===== src/rtl/bcd_binario_seq.sv =====
// bcd_binario_seq: sequential 4-digit BCD-to-binary converter (reverse double-dabble).
// One conversion at a time. A start in IDLE captures the digits; 16 shift/correct
// iterations then produce the binary value. Digits above 9 are flagged at once.
module bcd_binario_seq #(
  parameter int unsigned OUT_W = 32
) (
  input  logic             clock,
  input  logic             reset_n,
  input  logic             start,
  input  logic [3:0]       unidade,
  input  logic [3:0]       dezena,
  input  logic [3:0]       centena,
  input  logic [3:0]       milhar,
  output logic [OUT_W-1:0] binario,
  output logic             busy,
  output logic             done,
  output logic             erro
);

  typedef enum logic [0:0] {StIdle, StConv} state_e;

  state_e           state_q, state_d;
  logic [15:0]      b_q, b_d;      // BCD digits being drained
  logic [15:0]      r_q, r_d;      // binary result being filled from the top
  logic [3:0]       cnt_q, cnt_d;
  logic [OUT_W-1:0] binario_q, binario_d;
  logic             busy_q, busy_d;
  logic             done_q, done_d;
  logic             erro_q, erro_d;

  logic [15:0] digits;
  logic        digit_bad;
  logic        last;
  logic [31:0] shifted;
  logic [15:0] b_corr;

  assign digits    = {milhar, centena, dezena, unidade};
  assign digit_bad = (milhar > 4'd9) || (centena > 4'd9) || (dezena > 4'd9) || (unidade > 4'd9);
  assign last      = (cnt_q == 4'd15);
  assign shifted   = {b_q, r_q} >> 1;

  // After the right shift, a digit that received a carried-in weight-8 bit gets -3
  always_comb begin
    b_corr = shifted[31:16];
    for (int i = 0; i < 4; i++) begin
      if (shifted[16+4*i +: 4] >= 4'd8) begin
        b_corr[4*i +: 4] = shifted[16+4*i +: 4] - 4'd3;
      end
    end
  end

  // State and datapath registers
  always_ff @(posedge clock or negedge reset_n) begin
    if (!reset_n) begin
      state_q   <= StIdle;
      b_q       <= '0;
      r_q       <= '0;
      cnt_q     <= '0;
      binario_q <= '0;
      busy_q    <= 1'b0;
      done_q    <= 1'b0;
      erro_q    <= 1'b0;
    end else begin
      state_q   <= state_d;
      b_q       <= b_d;
      r_q       <= r_d;
      cnt_q     <= cnt_d;
      binario_q <= binario_d;
      busy_q    <= busy_d;
      done_q    <= done_d;
      erro_q    <= erro_d;
    end
  end

  // Next state: invalid digits never enter CONV
  always_comb begin
    state_d = state_q;
    case (state_q)
      StIdle: if (start && !digit_bad) state_d = StConv;
      StConv: if (last) state_d = StIdle;
      default: state_d = StIdle;
    endcase
  end

  // Next datapath and flag values; done defaults low so it pulses for one cycle
  always_comb begin
    b_d       = b_q;
    r_d       = r_q;
    cnt_d     = cnt_q;
    binario_d = binario_q;
    busy_d    = busy_q;
    done_d    = 1'b0;
    erro_d    = erro_q;
    case (state_q)
      StIdle: begin
        if (start) begin
          b_d    = digits;
          r_d    = '0;
          cnt_d  = '0;
          busy_d = 1'b1;
          erro_d = 1'b0;
          if (digit_bad) begin
            binario_d = '0;
            erro_d    = 1'b1;
            done_d    = 1'b1;
            busy_d    = 1'b0;
          end
        end
      end
      StConv: begin
        b_d   = b_corr;
        r_d   = shifted[15:0];
        cnt_d = cnt_q + 4'd1;
        if (last) begin
          binario_d = OUT_W'(shifted[15:0]);
          done_d    = 1'b1;
          busy_d    = 1'b0;
        end
      end
      default: ;
    endcase
  end

  // Outputs come straight from registers
  always_comb begin
    binario = binario_q;
    busy    = busy_q;
    done    = done_q;
    erro    = erro_q;
  end

endmodule

===== config.mk =====
export PLATFORM = sky130hd
export DESIGN_NAME = bcd_binario_seq
export DESIGN_NICKNAME = d
export VERILOG_FILES = /design/src/rtl/bcd_binario_seq.sv
export SDC_FILE = /design/constraint.sdc
export NUM_CORES = 1
export LEC_CHECK = 0
export CORE_UTILIZATION = 45
export CTS_CLUSTER_DIAMETER = 100
export DETAILED_ROUTE_END_ITERATION = 6
export PLACE_DENSITY_LB_ADDON = 0.12
export SLEW_MARGIN = 10
export SYNTH_ARGS = -nofsm -noshare
export SYNTH_HDL_FRONTEND = slang
export SYNTH_SLANG_ARGS = --single-unit

===== constraint.sdc =====
create_clock -name clock -period 1.3 [get_ports clock]
set_input_delay 0.325 -clock clock [delete_from_list [all_inputs] [get_ports clock]]
set_output_delay 0.325 -clock clock [all_outputs]
set_load 0.05 [all_outputs]

==> results of run 1 <==
[registers in the layout (all words and copies together), names as in the netlist]
| signal | cells |
|---|---|
| erro | 1 |
| binario | 16 |
| r_q | 15 |
| done | 1 |
| busy | 1 |
| state_q | 1 |
| b_q | 16 |
| cnt_q | 4 |
[logic make-up (layout without fill, tap and decap cells)]
logic type | Yosys count | count (layout) | share of synthesized area [%]
simple gates | 92 | 92 | 16.4
flops | 55 | 55 | 48.3
fa+ha+maj | 7 | 7 | 3.08
xor+xnor | 8 | 8 | 2.46
other cells | 1 | 16 | 0.132
compound gates | 65 | 65 | 14.6
buf+inv | 38 | 81 | 9.71
mux | 15 | 15 | 5.32
[cells in the mapped netlist (2+ instances only)]
cell type	number
mux2i_1	14
nand2b_1	15
ha_1	7
nor2b_1	9
xor2_1	4
a22o_1	3
nand2_2	10
buf_2	5
o21ai_0	21
dfrtp_1	55
a21oi_1	15
nand3_1	3
buf_4	16
o22ai_1	3
inv_1	6
nor2_1	2
xnor2_1	4
a211oi_1	6
o21ai_1	6
nand2_1	47
clkbuf_1	4
buf_6	4
a21oi_2	10
[worst max-delay path by stage]
stage,to,cells after the start
after floorplan,binario[0],6
after global placement,b_q[10],5
after detailed placement,binario[0],6
after CTS,b_q[10],5
after global routing,erro,4
final,done,4
[power breakdown]
group / internal, µW / switching (µW)
registers: 2240 / 579
clock network: 487 / 521
logic: 1300 / 1300
[metrics by stage]
stage          setup slack (ps)  TNS (ps)  area [µm²]  hold slack (ps)
2_1_floorplan              44.2         0        2910             29.4
3_3_place_gp               -373    -15050        3560              266
3_5_place_dp               -391    -15990        3560              263
4_1_cts                   -25.5     -90.4        3680              473
5_1_grt                   -15.7     -29.8        3750              377
6_report                   12.5         0        3750              353
[repair_timing]
| action | CTS | global route |
|---|---|---|
| gates resized for setup | 8 | 14 |
| hold buffers | 1 | 0 |
| buffers inserted | 1 | 2 |
| setup endpoints to repair | 21 | 43 |
| hold endpoints to repair | 13 | 0 |
| pin swaps | 3 | 5 |
[routing by layer]
metal	vias up	GRT usage, %	routed length, µm
li1	1014	-	-
met4	0	5.36	61
met5	-	0	0
met1	996	23.4	2510
met2	42	30.4	2570
met3	5	3.00	149
[final cells by class]
cell class                      count  area, µm²  share of cell area, %
Multi-Input combinational cell    203       1290                   34.4
Clock buffer                        8        100                   2.67
Sequential cell                    55       1380                   36.7
Inverter                            6       22.5                  0.601
Tap cell                           75       93.8                   2.50
Timing Repair Buffer               67        866                   23.1
[worst reg2reg max path, delay by kind of cell, from the launching register on]
family	cells	cell delay [ps]
adder cells (fa/ha/maj)	1	190
flip-flops	1	430
buffers and inverters	1	150
AND/OR/NAND/NOR	2	410
==> results.cfg, run 1 <==
[cells_and_area]
stdcell_count = 414
final_cell_mix = 54 x dfrtp_1, 47 x nand2_1, 23 x buf_12
nFillCells = 530
nNetsFinal = 364
diodes = 0
final_util_pct = 62.2
area_growth_pct = 31.7
drive_above_1_share_pct = 25.4
final_common_cell = dfrtp_1

[timing]
finalCriticalPeriod_ps = 1290
final_hold_viol_count = 0
fmax_ghz = 0.777
clock_skew_ps = 3.82
slew_violations = 0
period_share_pct = 99.0
final-setup-viol-count = 0

[die]
fp.coreArea_um2 = 6030
die_w_um = 81.6
io_pins = 54
rows = 28
start_util_pct = 47.3
die_y_um = 81.6
dieArea_um2 = 6650

[worst_hold_path]
min_to = b_q[5]
whs_path_depth = 3
hold_path.class = in -> reg
min-delay-start = dezena[1]

[global_route]
grt_pass1_vias = 1928
grt_pass1_wl_um = 9030
antenna_found_initial = 0
grt_max_degree = 37
track_usage_pct = 17.9
gr-total-overflow = 0

[cts]
clockBufferDepth = 2
clock_sinks = 55
cts_inserted_buffers = 5
ctsHtreeMaxLevel = 2
clk_latency_ps = 300
cts_tree = yes
path_clk_slew_ps = 90
cts_root_buf = clkbuf_8

[logic_synthesis]
yosys.area.top_type = dfrtp_1
ys_ff_latch = 55
synth_edf_count = 0
synth_top_cells_by_area = dfrtp_1 48%, nand2_1 6.2%, mux2i_1 4.9%
ys_async_sr_fraction_pct = 100
ys_types = 35
synth-seq-area-share_pct = 48.3
synth_top_cell_area_share_pct = 48.3
synth_ff_type = dfrtp_1
ys_warn_count = 0
synth_area_per_cell_um2 = 10.1
syn_area_um2 = 2850
syn_inst = 281

[worst_setup_path]
critPathKind = reg -> reg
end_kind = register
r2r-start = cnt_q[1]
r2r_end = done
startpoint = cnt_q[1]
reg2reg_slack_ps = 10
crit_family = flip-flops
crit_fanout = 13
worstPathBufferInverterCount = 1
cp-start-kind = register
slowest_stage = dfrtp_1
max_stage_delay_ps = 430
worstPathCellList = ha_4 -> and4_4 -> buf_12 -> or2_1
worst_ep_required_time_ps = 1490
r2r_cells = 4
critPathArrivalTime_ps = 1470

[routing]
wl_um = 5290
vias = 2057
wire_per_inst_um = 12.8
drtPass1Iterations = 4
ant_nets = 0
drcViolationCount = 0
vias_per_cell = 4.97
drt_iter0_drc = 94

[pwr]
power_uw = 6430
ir_worst_vdd_mv = 0.953
power.leakage_uw = 0.00174
power_density_nw_per_um2 = 1720

[placement]
port_buffers = 37
place_hpwl_um = 3890
dp.cells = 403
gp_congestion = 0.770

[run_status]
status = completed

[run]
max_cap_violations = 0
(Power assumes the default switching activity.)
==> run 2: changes to the inputs <==
--- a/config.mk
+++ b/config.mk
@@ -9,6 +9,7 @@
 export CTS_CLUSTER_DIAMETER = 100
 export DETAILED_ROUTE_END_ITERATION = 6
 export PLACE_DENSITY_LB_ADDON = 0.12
+export SKIP_CTS_REPAIR_TIMING = 1
 export SLEW_MARGIN = 10
 export SYNTH_ARGS = -nofsm -noshare
 export SYNTH_HDL_FRONTEND = slang
==> results.cfg, run 2 (synthesized netlist as in run 1, its figures left out) <==
[global_route]
grt_max_degree = 37
gr-total-overflow = 0
antenna_found_initial = 0
grt_pass1_wl_um = 9050
track_usage_pct = 18.0
grt_pass1_vias = 1933

[worst_setup_path]
crit_fanout = 13
critPathKind = reg -> reg
max_stage_delay_ps = 430
worstPathCellList = ha_4 -> and4_4 -> buf_12 -> or2_1
end_kind = register
r2r_cells = 4
reg2reg_slack_ps = 10
r2r-start = cnt_q[0]
cp-start-kind = register
worst_ep_required_time_ps = 1490
critPathArrivalTime_ps = 1480
slowest_stage = dfrtp_1
r2r_end = done

[cells_and_area]
drive_above_1_share_pct = 25.3
nNetsFinal = 365
final_area_um2 = 3770
final_cell_mix = 54 x dfrtp_1, 47 x nand2_1, 23 x buf_12
area_growth_pct = 32.3
final_common_cell = dfrtp_1
diodes = 0

[timing]
final_hold_viol_count = 0
fmax_ghz = 0.775
finalCriticalPeriod_ps = 1290
clock_skew_ps = 4.92
hold_ws_ps = 341
period_share_pct = 99.2
slew_violations = 0
final-setup-viol-count = 0

[routing]
wl_um = 5360
ant_nets = 0
drt_iter0_drc = 66
wire_per_inst_um = 12.9
drtPass1Iterations = 4
vias = 2060
vias_per_cell = 4.96
drcViolationCount = 0

[worst_hold_path]
hold_path.class = in -> reg
min_to = b_q[1]
whs_path_depth = 3
min-delay-start = unidade[1]

[die]
die_w_um = 81.6
dieArea_um2 = 6650
start_util_pct = 47.3
io_pins = 54
rows = 28
die_y_um = 81.6
fp.coreArea_um2 = 6030

[placement]
place_hpwl_um = 3890
gp_congestion = 0.770
port_buffers = 37
postPlaceCellArea_um2 = 3560

[cts]
path_clk_slew_ps = 90
cts_root_buf = clkbuf_8
clk_latency_ps = 300
clockBufferDepth = 2
ctsHtreeMaxLevel = 2
clock_sinks = 55
cts_tree = yes
cts_inserted_buffers = 5

[run_status]
status = completed

[pwr]
power.leakage_uw = 0.00177
power_density_nw_per_um2 = 1710
ir_worst_vdd_mv = 0.969

[run]
max_cap_violations = 0
[run 2: layer usage]
| metal | GRT usage (%) | wire, µm | up-vias |
|---|---|---|---|
| li1 | - | - | 1016 |
| met1 | 23.4 | 2560 | 995 |
| met2 | 30.5 | 2580 | 42 |
| met3 | 3.00 | 136 | 7 |
| met4 | 5.36 | 85 | 0 |
| met5 | 0 | 0 | - |
[run 2: worst max-delay path, delay by kind of cell (launching register included)]
kind	cells	cell delay, ps
AND/OR/NAND/NOR	2	410
flip-flops	1	430
adder cells (fa/ha/maj)	1	190
buffers and inverters	1	150
[run 2: worst max-delay path by stage]
| stage | startpoint | to | slack [ps] | depth (start not counted) |
|---|---|---|---|---|
| 6_report | cnt_q[0] | done | 10 | 4 |
| 5_1_grt | cnt_q[0] | done | -20 | 4 |
| 4_1_cts | dezena[2] | binario[0] | -70 | 6 |
| 3_5_place_dp | dezena[2] | binario[0] | -390 | 6 |
| 3_3_place_gp | start | b_q[10] | -370 | 5 |
| 2_1_floorplan | cnt_q[0] | binario[0] | 40 | 6 |
[run 2: power by group]
group	internal [µW]	switching [µW]
clock	487	525
sequential	2240	584
combinational	1310	1310
[run 2: stage by stage]
stage          total power [µW]  setup slack [ps]  cells  TNS [ps]  utilization [%]
2_1_floorplan              4490              44.2    296         0                -
3_3_place_gp               5220              -373    403    -15050             59.0
3_5_place_dp               5320              -391    403    -15990             59.0
4_1_cts                    6350             -65.1    411      -816             60.7
5_1_grt                    6950             -16.0    415     -16.0             62.5
6_report                   6460              10.1    415         0             62.5
[run 2: layout make-up]
class                   count  area, µm²
flip-flops and latches     55       1380
multi-input cells         203       1290
fillers                   523       2260
well taps                  75       93.8
inverters                   6       22.5
clock buffers               8        100
repair buffers             68        887
==> run 3: changes to the inputs <==
--- a/config.mk
+++ b/config.mk
@@ -5,7 +5,7 @@
 export SDC_FILE = /design/constraint.sdc
 export NUM_CORES = 1
 export LEC_CHECK = 0
-export CORE_UTILIZATION = 45
+export CORE_UTILIZATION = 25
 export CTS_CLUSTER_DIAMETER = 100
 export DETAILED_ROUTE_END_ITERATION = 6
 export PLACE_DENSITY_LB_ADDON = 0.12
==> results.cfg, run 3 (synthesized netlist as in run 1, its figures left out) <==
[global_route]
antenna_found_initial = 0
grt_pass1_vias = 1997
grt_pass1_wl_um = 9730
track_usage_pct = 10.5
grt_max_degree = 56
gr-total-overflow = 0

[run_status]
violations = negative setup slack
status = finished, violations left

[routing]
vias = 1990
drt_iter0_drc = 38
wl_um = 5800
vias_per_cell = 4.17
drtPass1Iterations = 4
wire_per_inst_um = 12.2
ant_nets = 0
drcViolationCount = 0

[die]
dieArea_um2 = 11800
rows = 38
die_w_um = 109
fp.coreArea_um2 = 11000
io_pins = 54
start_util_pct = 25.9
die_y_um = 109

[cts]
cts_inserted_buffers = 5
cts_root_buf = clkbuf_16
ctsHtreeMaxLevel = 2
clk_latency_ps = 290
cts_tree = yes
path_clk_slew_ps = 70
clock_sinks = 55
clockBufferDepth = 2

[timing]
final-setup-viol-count = 4
rsz0062_at_grt = true
clock_skew_ps = 7.33
final_hold_viol_count = 0
finalCriticalPeriod_ps = 1320
fin_ws_ps = -21.4
slew_violations = 0
period_share_pct = 102
fmax_ghz = 0.757

[worst_hold_path]
hold_path.class = in -> async

[pwr]
switching_share_pct = 36.8
ir_worst_vdd_mv = 0.869
internal-power_uw = 4290
clock_power_share_pct = 20.1
power.leakage_uw = 0.00181
p_sw_uw = 2490
combPwrFrac_pct = 38.6
power_frac_seq_pct = 41.4
power_density_nw_per_um2 = 1730

[worst_setup_path]
slowest_stage = dfrtp_2
cp_common_cell = buf_12
r2r-start = state_q
cp-start-kind = register
end_kind = register
startpoint = state_q
worstPathCellList = nand2b_4 -> a41oi_4 -> buf_12 -> buf_12 -> a21oi_2
worst_ep_required_time_ps = 1490
max_stage_delay_ps = 440
critPathKind = reg -> reg
critPathArrivalTime_ps = 1510
crit_fanout = 7

[cells_and_area]
multi_input_area_um2 = 1300
diodes = 0
final_area_um2 = 3910
nFillCells = 1125
nNetsFinal = 362
area_growth_pct = 37.3
drive_above_1_share_pct = 25.8
final_cell_mix = 54 x dfrtp_1, 47 x nand2_1, 24 x buf_12
stdcell_count = 477
seq_area_um2 = 1380
final_common_cell = dfrtp_1

[placement]
postPlaceCellArea_um2 = 3630
port_buffers = 37
place_hpwl_um = 4000
gp_congestion = 0.712
dp.cells = 466

[run]
max_cap_violations = 0
-- run 3: cell count changes in the layout (fill, tap and decap cells not counted), sizes merged --
cell,change
dlygate4sd3,-1
dlymetal6s2s,+2
clkdlybuf4s50,-2
clkinv,+2
clkbuf,-2
buf,-3
inv,+1
-- run 3: final timing paths --
check                             end  slack, ps  depth (start not counted)
max                        binario[3]        -20                          5
min                        binario[2]         20                          2
max reg2reg                binario[3]        -20                          5
min reg2reg                   b_q[12]        490                          2
max in group asynchronous     state_q        990                          2
min in group clock            b_q[10]        380                          3
-- run 3: through the flow --
step	hold slack, ps	total power [µW]	setup slack (ps)	TNS [ps]	util (%)
finish	22.7	6780	-21.4	-79.5	35.6
detailed placement	355	5330	-456	-15630	33.1
global route	42.9	7310	-57.5	-265	35.6
CTS	43.1	6740	-150	-1880	34.4
global placement	359	5300	-460	-15000	33.1
floorplan	29.4	4490	44.2	0	-
-- run 3: final cells by class --
class	instances	share of cell area, %
Sequential cell	55	35.2
Clock buffer	5	3.20
Clock inverter	3	0.576
Timing Repair Buffer	65	22.6
Inverter	6	0.576
Tap cell	140	4.48
Multi-Input combinational cell	203	33.4
-- run 3: power by group through the flow --
stage                     sequential, µW  clock [µW]  combinational, µW
after floorplan                     2820           0               1670
after global placement              2840           0               2460
after detailed placement            2830           0               2500
after CTS                           2810        1420               2510
after global routing                2900        1480               2930
final                               2800        1360               2620
-- run 3: worst max-delay path: cells and delay by family, from the launching register on --
| family | cells | cell delay (ps) |
|---|---|---|
| AOI/OAI and AO/OA | 2 | 330 |
| and+or+nand+nor | 1 | 160 |
| buffers and inverters | 2 | 280 |
| DFF | 1 | 440 |
-- run 3: per-layer routing --
layer  vias up  wire [µm]  track usage (%)
li1       1018          -                -
met3         2        235             2.63
met2        43       2560             16.2
met5         -          0                0
met1       927       2980             14.5
met4         0         32             2.61
